`config.mk`:
```
export PLATFORM = sky130hd
export DESIGN_NAME = mst_wr_arbiter
export DESIGN_NICKNAME = d
export VERILOG_FILES = /design/src/rtl/mst_wr_arbiter.sv
export SDC_FILE = /design/constraint.sdc
export NUM_CORES = 1
export LEC_CHECK = 0
export CAP_MARGIN = 15
export CELL_PAD_IN_SITES_DETAIL_PLACEMENT = 0
export CELL_PAD_IN_SITES_GLOBAL_PLACEMENT = 1
export CORE_MARGIN = 2
export CORE_UTILIZATION = 45
export CTS_BUF_LIST = sky130_fd_sc_hd__clkbuf_4 sky130_fd_sc_hd__clkbuf_8
export CTS_CLUSTER_SIZE = 30
export DETAILED_ROUTE_END_ITERATION = 12
export GPL_TIMING_DRIVEN = 0
export PLACE_DENSITY_LB_ADDON = 0.15
export SKIP_LAST_GASP = 1
export SYNTH_ARGS = -nofsm -noshare
export SYNTH_HDL_FRONTEND = slang
export SYNTH_SLANG_ARGS = --single-unit
```
`constraint.sdc`:
```
create_clock -name sys_clk -period 3.4 [get_ports sys_clk]
set_input_delay 0.85 -clock sys_clk [delete_from_list [all_inputs] [get_ports sys_clk]]
set_output_delay 0.85 -clock sys_clk [all_outputs]
set_load 0.02 [all_outputs]
```
`src/rtl/mst_wr_arbiter.sv`:
```
// rtl/mst_wr_arbiter.sv - packet-level round-robin arbiter for the shared master-FIFO write port
// Two per-port word buffers feed one registered write port; packets are never interleaved.
module mst_wr_arbiter #(
  parameter int DEPTH       = 4,
  parameter int STALL_LIMIT = 255
) (
  input  logic        sys_clk,
  input  logic        sys_rst_n,
  input  logic [17:0] a_din,
  input  logic        a_wr_en,
  output logic        a_full,
  input  logic [17:0] b_din,
  input  logic        b_wr_en,
  output logic        b_full,
  output logic [17:0] mst_din,
  output logic        mst_wr_en,
  input  logic        mst_full,
  output logic [1:0]  grant,
  output logic [7:0]  pkt_cnt_a,
  output logic [7:0]  pkt_cnt_b,
  output logic        err_ovf,
  output logic        err_orphan,
  output logic        err_stall,
  input  logic        err_clr
);

  localparam int AW = (DEPTH > 1) ? $clog2(DEPTH) : 1;
  localparam int CW = AW + 1;
  localparam logic [CW-1:0] DEPTH_C = CW'(DEPTH);
  localparam logic [7:0] LIMIT_C = 8'(STALL_LIMIT);

  typedef enum logic [1:0] {IDLE = 2'b00, GNT_A = 2'b01, GNT_B = 2'b10} state_t;

  state_t        state_q, state_d;
  logic          last_q, last_d;
  logic [17:0]   mem_q [0:1][0:DEPTH-1];
  logic [AW-1:0] wptr_q [2], wptr_d [2];
  logic [AW-1:0] rptr_q [2], rptr_d [2];
  logic [CW-1:0] cnt_q [2], cnt_d [2];
  logic [17:0]   din [2];
  logic [17:0]   head [2];
  logic [1:0]    wr_en, ne, full, pop, push_ok, ovf, hdr;
  logic [17:0]   mst_din_q, mst_din_d;
  logic          mst_wr_en_q, mst_wr_en_d;
  logic [7:0]    pkt_cnt_a_q, pkt_cnt_a_d, pkt_cnt_b_q, pkt_cnt_b_d;
  logic [7:0]    stall_q, stall_d;
  logic          err_ovf_q, err_ovf_d, err_orphan_q, err_orphan_d, err_stall_q, err_stall_d;
  logic          orphan_set, stall_set;

  assign din[0]   = a_din;
  assign din[1]   = b_din;
  assign wr_en    = {b_wr_en, a_wr_en};
  assign head[0]  = mem_q[0][rptr_q[0]];
  assign head[1]  = mem_q[1][rptr_q[1]];
  assign ne       = {cnt_q[1] != '0, cnt_q[0] != '0};
  assign full     = {cnt_q[1] == DEPTH_C, cnt_q[0] == DEPTH_C};
  assign hdr      = {ne[1] & head[1][17], ne[0] & head[0][17]};
  // A push into a full buffer is still accepted when a word leaves in the same cycle.
  assign push_ok  = wr_en & (~full | pop);
  assign ovf      = wr_en & full & ~pop;

  always_comb begin
    for (int i = 0; i < 2; i++) begin
      wptr_d[i] = wptr_q[i] + AW'(push_ok[i]);
      rptr_d[i] = rptr_q[i] + AW'(pop[i]);
      cnt_d[i]  = cnt_q[i] + CW'(push_ok[i]) - CW'(pop[i]);
    end
  end

  always_comb begin
    state_d     = state_q;
    last_d      = last_q;
    pop         = 2'b00;
    mst_din_d   = mst_din_q;
    mst_wr_en_d = 1'b0;
    pkt_cnt_a_d = pkt_cnt_a_q;
    pkt_cnt_b_d = pkt_cnt_b_q;
    orphan_set  = 1'b0;
    case (state_q)
      IDLE: begin
        for (int i = 0; i < 2; i++) begin
          if (ne[i] && !head[i][17]) begin
            pop[i]     = 1'b1;
            orphan_set = 1'b1;
          end
        end
        if (hdr[0] && hdr[1]) state_d = last_q ? GNT_A : GNT_B;
        else if (hdr[0])      state_d = GNT_A;
        else if (hdr[1])      state_d = GNT_B;
      end
      GNT_A: begin
        if (ne[0] && !mst_full) begin
          pop[0]      = 1'b1;
          mst_din_d   = head[0];
          mst_wr_en_d = 1'b1;
          if (head[0][16]) begin
            state_d     = IDLE;
            last_d      = 1'b0;
            pkt_cnt_a_d = pkt_cnt_a_q + 8'd1;
          end
        end
      end
      GNT_B: begin
        if (ne[1] && !mst_full) begin
          pop[1]      = 1'b1;
          mst_din_d   = head[1];
          mst_wr_en_d = 1'b1;
          if (head[1][16]) begin
            state_d     = IDLE;
            last_d      = 1'b1;
            pkt_cnt_b_d = pkt_cnt_b_q + 8'd1;
          end
        end
      end
      default: state_d = IDLE;
    endcase
  end

  // Stall counter saturates; the grant is kept so a packet is never cut short.
  always_comb begin
    stall_d = stall_q;
    if (state_q == IDLE || pop != 2'b00) stall_d = 8'd0;
    else if (stall_q != LIMIT_C)         stall_d = stall_q + 8'd1;
    stall_set    = (state_q != IDLE) && (stall_d == LIMIT_C);
    err_ovf_d    = (|ovf) | (err_ovf_q & ~err_clr);
    err_orphan_d = orphan_set | (err_orphan_q & ~err_clr);
    err_stall_d  = stall_set | (err_stall_q & ~err_clr);
  end

  always_ff @(posedge sys_clk) begin
    for (int i = 0; i < 2; i++) begin
      if (push_ok[i]) mem_q[i][wptr_q[i]] <= din[i];
    end
  end

  always_ff @(posedge sys_clk or negedge sys_rst_n) begin
    if (!sys_rst_n) begin
      state_q      <= IDLE;
      last_q       <= 1'b1;
      for (int i = 0; i < 2; i++) begin
        wptr_q[i] <= '0;
        rptr_q[i] <= '0;
        cnt_q[i]  <= '0;
      end
      mst_din_q    <= '0;
      mst_wr_en_q  <= 1'b0;
      pkt_cnt_a_q  <= 8'd0;
      pkt_cnt_b_q  <= 8'd0;
      stall_q      <= 8'd0;
      err_ovf_q    <= 1'b0;
      err_orphan_q <= 1'b0;
      err_stall_q  <= 1'b0;
    end else begin
      state_q      <= state_d;
      last_q       <= last_d;
      for (int i = 0; i < 2; i++) begin
        wptr_q[i] <= wptr_d[i];
        rptr_q[i] <= rptr_d[i];
        cnt_q[i]  <= cnt_d[i];
      end
      mst_din_q    <= mst_din_d;
      mst_wr_en_q  <= mst_wr_en_d;
      pkt_cnt_a_q  <= pkt_cnt_a_d;
      pkt_cnt_b_q  <= pkt_cnt_b_d;
      stall_q      <= stall_d;
      err_ovf_q    <= err_ovf_d;
      err_orphan_q <= err_orphan_d;
      err_stall_q  <= err_stall_d;
    end
  end

  assign a_full     = full[0];
  assign b_full     = full[1];
  assign mst_din    = mst_din_q;
  assign mst_wr_en  = mst_wr_en_q;
  assign grant      = state_q;
  assign pkt_cnt_a  = pkt_cnt_a_q;
  assign pkt_cnt_b  = pkt_cnt_b_q;
  assign err_ovf    = err_ovf_q;
  assign err_orphan = err_orphan_q;
  assign err_stall  = err_stall_q;

endmodule

```
==> metrics.yaml, run 1 <==
run_status:
  outcome: "finished clean"
synth:
  synth_edf_count: 144
  syn_area_per_cell_um2: 17.0
  synth_top_area_share_pct: 52.1
  seq_area_frac_synth_pct: 71.0
  yosys_warnings: 0
  ys_types: 45
  syn_inst: 488
  syn_area_mm2: 0.00831
  yosys-top-cells-area: "edfxtp_1 (52%), dfrtp_1 (19%), mux4_2 (9.8%)"
  synth_top_area_cell: "edfxtp_1"
  synthFlopType: "edfxtp_1"
  synth-seq-cells: 207
  syn-num-nets: 542
  synthArstFlopShare_pct: 30.4
layout:
  fillCellCount: 1402
  drive_above_1_share_pct: 21.2
  final_cell_count_no_fill: 876
  diodes: 0
  layout.nets: 674
  seq_area_mm2: 0.00590
  multi_input_area_mm2: 0.00233
  syn_to_final_growth_pct: 24.2
route:
  vias: 4585
  dr.pass1.iters: 4
  wire_per_inst_um: 18.9
  ant_nets: 0
  post_drt_via_cell_ratio: 5.23
  drc: 0
  drt_iter0_markers: 218
  finalWirelength_um: 16600
power_and_ir_drop:
  p_sw_uw: 2900
  pwr-share-seq_pct: 41.4
  netSwitchingFraction_pct: 32.2
  max-vdd-ir-drop_mv: 0.550
  p_leak_uw: 0.00381
  power_uw: 9010
  power_frac_comb_pct: 33.8
  powerDensity_mw_per_mm2: 873
  p_int_uw: 6110
  clock_power_share_pct: 24.8
clock_network:
  postCtsHoldBufs: 0
  cts.clk_slew.worst_paths_ps: 60
  worstSkewPairLatency_ps: 510
  cts_buffers: 36
  clockBufferDepth: 3
  post-cts-setup-buffer-count: 0
  htreeDepth: 2
  cts_tree: "yes"
  cts_root_buf: "clkbuf_8"
  clock_sinks: 207
floorplanning:
  chipWidth_um: 140
  rows: 49
  die-area_mm2: 0.0196
  floorplan.initialDensity_pct: 46.1
  io_pins: 84
  coreArea_mm2: 0.0180
  dieHeight_um: 140
critical_path:
  ff2ff_setup_slack_ps: 260
  arrival_ps: 3390
  cp_max_fo: 7
  crit_required_ps: 3620
  cp-start-kind: "input pin"
  endpoint_kind: "flop"
  criticalPathCategory: "in -> reg"
global_routing:
  grt_pass1_wl_um: 26400
  grt_max_degree: 64
  antenna_found_initial: 0
  grtUsageTotal_pct: 17.7
  grt.overflow.total: 0
  first_global_vias: 4863
flow_run:
  cap_viol_max_count: 0
min_path:
  worstHoldPathType: "in -> async"
sta:
  finalSetupViolations: 0
  grt_setup_unrepaired: "false"
  min_period_ps: 3180
  worst_pin_slew_ps: 854
  fin_skew_ps: 18.3
  hold_slack_ps: 430
  relSlewSlack_pct: 43.1
  hold_violations: 0
  min_period_over_period_pct: 93.4
  setup_slack_ps: 223
  drv_slew: 0
  fmax_ghz: 0.315
placed_design:
  dp_hpwl_um: 11200
  place_inst: 811
  pre_cts_ws_ps: -559
  gp_congestion: 0.787
  port_buffers: 83
==> layout make-up <==
cell class | instances | share of cell area (%)
Sequential cell | 207 | 57.2
Tap cell | 229 | 2.78
Clock inverter | 6 | 0.303
Buffer | 15 | 0.655
Clock buffer | 59 | 6.72
Inverter | 13 | 0.473
Multi-Input combinational cell | 253 | 22.6
Timing Repair Buffer | 94 | 9.23
==> critical path, cell delays in order <==
cell and delay [ps]:
clkdlybuf4s50_1 550, nor3_1 480, a21oi_1 240, a21bo_2 310
nor3b_2 570, buf_6 240, buf_6 150
==> sequential cells by signal, summed over array words and instances (netlist names), 4 cells and up <==
register,cells
cnt_q,6
mem_q,144
mst_din,18
pkt_cnt_a,8
pkt_cnt_b,8
rptr_q,4
stall_q,8
wptr_q,4
==> synth_stat cells (2+ instances only) <==
| master | count |
|---|---|
| edfxtp_1 | 144 |
| dfrtp_1 | 62 |
| mux4_2 | 36 |
| nor2_1 | 32 |
| mux2i_1 | 21 |
| nand2_1 | 19 |
| xnor2_1 | 19 |
| a21oi_1 | 18 |
| nand3_1 | 15 |
| inv_1 | 13 |
| nor3_1 | 11 |
| ha_1 | 10 |
| nor3b_1 | 8 |
| o21ai_0 | 8 |
| xor2_1 | 7 |
| and3_1 | 5 |
| buf_2 | 5 |
| clkbuf_1 | 5 |
| nand2b_1 | 5 |
| a31oi_1 | 4 |
| buf_1 | 3 |
| mux2_2 | 3 |
| nand4_1 | 3 |
| nor4_1 | 3 |
| a211oi_1 | 2 |
| a21bo_2 | 2 |
| fa_1 | 2 |
| nand3b_1 | 2 |
| nor3_2 | 2 |
| o21a_1 | 2 |
| o21bai_1 | 2 |
| or2_1 | 2 |
==> cell families after synthesis <==
group,Yosys count,synth area share (%)
buf+inv,28,1.40
simple gates,112,6.85
flops,207,71.0
fa+ha+maj,12,1.99
mux,60,12.7
compound gates,43,3.27
xor+xnor,26,2.74
==> cell usage in the layout, fill, tap and decap left out, drive strengths merged, types with 7 or more instances in the layout <==
| master | instances |
|---|---|
| edfxtp | 144 |
| clkdlybuf4s50 | 82 |
| clkbuf | 65 |
| dfrtp | 62 |
| mux4 | 36 |
| nor2 | 32 |
| mux2i | 21 |
| buf | 21 |
| nand2 | 19 |
| xnor2 | 19 |
| a21oi | 18 |
| nand3 | 15 |
| inv | 14 |
| nor3 | 13 |
| ha | 10 |
| o21ai | 8 |
| nor3b | 8 |
| xor2 | 7 |
==> routing by layer <==
metal  global-route usage [%]  vias up  part of all wire [%]
li1                         -     2147                     -
met1                     23.4     2286                    44
met2                     29.0      123                    50
met3                     4.09       29                   4.9
met4                     6.05        0                   1.7
met5                        0        -                     0
==> power groups by stage <==
stage	Sequential, uW	Clock (uW)	Combinational, uW
6_report	3730	2230	3050
5_1_grt	3790	2420	3350
4_1_cts	3730	2310	3120
3_5_place_dp	3770	0	3100
3_3_place_gp	3760	0	2950
2_1_floorplan	3870	0	1800
==> through the flow <==
step                cell area [um^2]  TNS [ps]  util, %
floorplan                       8310         0        -
global placement                9420   -266630     52.3
detailed placement              9580    -36520     53.1
CTS                            10300         0     57.1
global route                   10300         0     57.2
finish                         10300         0     57.2
==> worst paths after layout <==
| path | start | end | cells after the start |
|---|---|---|---|
| min in group sys_clk | pkt_cnt_b[7] | pkt_cnt_b[7] | 1 |
| setup / recovery | mst_full | mem_q[0][120] | 7 |
| setup reg to reg | grant[0] | mem_q[0][120] | 9 |
| max in group asynchronous | sys_rst_n | mst_din[13] | 1 |
| hold reg to reg | pkt_cnt_b[7] | pkt_cnt_b[7] | 1 |
| hold / removal | sys_rst_n | pkt_cnt_b[5] | 1 |
==> what timing repair did <==
item,4_1_cts,5_1_grt
gates resized for setup,1,3
gates cloned,0,0
setup endpoints to repair,18,25
hold endpoints to repair,0,0
(Power assumes the default switching activity.)
==> inputs of run 2 (changes only) <==
--- a/config.mk
+++ b/config.mk
@@ -9,7 +9,7 @@
 export CELL_PAD_IN_SITES_DETAIL_PLACEMENT = 0
 export CELL_PAD_IN_SITES_GLOBAL_PLACEMENT = 1
 export CORE_MARGIN = 2
-export CORE_UTILIZATION = 45
+export CORE_UTILIZATION = 30
 export CTS_BUF_LIST = sky130_fd_sc_hd__clkbuf_4 sky130_fd_sc_hd__clkbuf_8
 export CTS_CLUSTER_SIZE = 30
 export DETAILED_ROUTE_END_ITERATION = 12
==> run 2 against run 1 <==
Against the previous run: largest power group unchanged; first-iteration DRC count rose by 11%; highest routed layer unchanged; cell count up 16%; sequential cell count unchanged; largest cell class unchanged; critical path depth down 5; sequential power barely moved; clock power fell by 7%; clock-buffer cell count fell by 13; via count rose by 1.9%; non-clock buffer count up 1; wire length is 9.4% higher; design area rose by 1.2%; maximum frequency increased by 4.4%.
==> metrics.yaml, run 2 (synthesis results as in run 1) <==
layout:
  fin_util_pct: 38.5
  layout.nets: 676
  largest_reg_flops: 144
  layout_commonest_cell: "edfxtp_1"
  diodes: 0
  final_cell_mix: "edfxtp_1 (144), clkdlybuf4s50_1 (82), dfrtp_1 (62)"
  drive_above_1_share_pct: 20.2
  syn_to_final_growth_pct: 25.7
  fillCellCount: 2557
critical_path:
  crit_required_ps: 2550
  endpoint_kind: "output port"
  path_cells: "nor3b_1 > clkdlybuf4s50_1"
  critical_path.slowest_cell: "clkdlybuf4s50_1"
  cp-start-kind: "flop"
  arrival_ps: 2190
  max_stage_delay_ps: 730
  cp_max_fo: 4
  criticalPathCategory: "reg -> out"
route:
  dr.pass1.iters: 4
  post_drt_via_cell_ratio: 4.60
  ant_nets: 0
  finalWirelength_um: 18100
  drt_iter0_markers: 243
  drc: 0
  vias: 4673
  wire_per_inst_um: 17.8
sta:
  drv_slew: 0
  finalSetupViolations: 0
  hold_violations: 0
  grt_setup_unrepaired: "false"
  hold_slack_ps: 432
  fmax_ghz: 0.329
  min_period_ps: 3040
  min_period_over_period_pct: 89.5
  worst_pin_slew_ps: 922
  relSlewSlack_pct: 38.6
  fin_skew_ps: 10.5
floorplanning:
  io_pins: 84
  rows: 60
  chipWidth_um: 170
  coreArea_mm2: 0.0271
  dieHeight_um: 170
  die-area_mm2: 0.0290
  floorplan.initialDensity_pct: 30.7
flow_run:
  cap_viol_max_count: 0
global_routing:
  grt.overflow.total: 0
  first_global_vias: 5035
  grtUsageTotal_pct: 13.3
  grt_max_degree: 64
  antenna_found_initial: 0
  grt_pass1_wl_um: 28800
clock_network:
  post-cts-setup-buffer-count: 0
  cts_tree: "yes"
  cts_buffers: 37
  htreeDepth: 2
  worstSkewPairLatency_ps: 520
  clockBufferDepth: 3
  cts_root_buf: "clkbuf_8"
  clock_sinks: 207
  postCtsHoldBufs: 0
  cts.clk_slew.worst_paths_ps: 60
  cts_resized: 1
power_and_ir_drop:
  powerDensity_mw_per_mm2: 855
  p_leak_uw: 0.00377
  max-vdd-ir-drop_mv: 0.448
  power_uw: 8930
run_status:
  outcome: "finished clean"
placed_design:
  dp_hpwl_um: 12500
  gp_congestion: 0.783
  port_buffers: 83
min_path:
  worstHoldPathType: "in -> async"
[run 2: cell count changes in the layout (fill, tap and decap cells not counted), sizes merged]
cell and delta:
inv -1, clkbuf -13, clkinvlp +1, buf +1, clkinv +9
[run 2: final cells by class]
| cell class | instances | area [um^2] | share of cell area (%) |
|---|---|---|---|
| buffer | 15 | 67.6 | 0.647 |
| clock buffer | 46 | 577 | 5.53 |
| clock inverter | 15 | 70.1 | 0.671 |
| inverter | 13 | 48.8 | 0.468 |
| multi-input combinational | 253 | 2330 | 22.3 |
| sequential | 207 | 5900 | 56.5 |
| tap | 372 | 465 | 4.46 |
| timing repair buffer | 95 | 975 | 9.34 |
[run 2: through the flow]
step / cell area, um^2 / cells / TNS (ps) / setup slack, ps
after floorplan: 8310 / 488 / 0 / 2.41
after global placement: 9600 / 943 / -297870 / -2330
after detailed placement: 9780 / 955 / -36150 / -628
after CTS: 10400 / 1016 / -421 / -72.8
after global routing: 10400 / 1016 / 0 / 78.6
final: 10400 / 1016 / 0 / 356
[run 2: path summary, 6_finish.rpt]
kind                              startpoint            to  slack [ps]  depth (start not counted)
worst max-delay path                cnt_q[4]        a_full         360                          2
worst min-delay path               sys_rst_n  pkt_cnt_b[3]         430                          1
worst max register to register      grant[0]      cnt_q[2]         410                         12
worst min register to register  pkt_cnt_b[7]  pkt_cnt_b[7]         460                          1
max in group asynchronous          sys_rst_n    mst_din[8]        2390                          1
min in group sys_clk            pkt_cnt_b[7]  pkt_cnt_b[7]         460                          1
[run 2: worst max-delay path, delay by kind of cell (launching register included)]
kind	cells	cell delay [ps]
buffers and inverters	1	730
DFF	1	390
and+or+nand+nor	1	560
[run 2: power breakdown]
group          internal [uW]  total [uW]  switching (uW)
logic                   1450        3110            1670
registers               3390        3740             354
clock network           1110        2070             968
[run 2: routing by layer]
metal,vias to the layer above,track usage [%],wire (um)
met5,-,0,0
met4,0,4.42,452
met3,40,3.07,887
met2,120,21.7,8690
met1,2374,17.4,8090
li1,2139,-,-
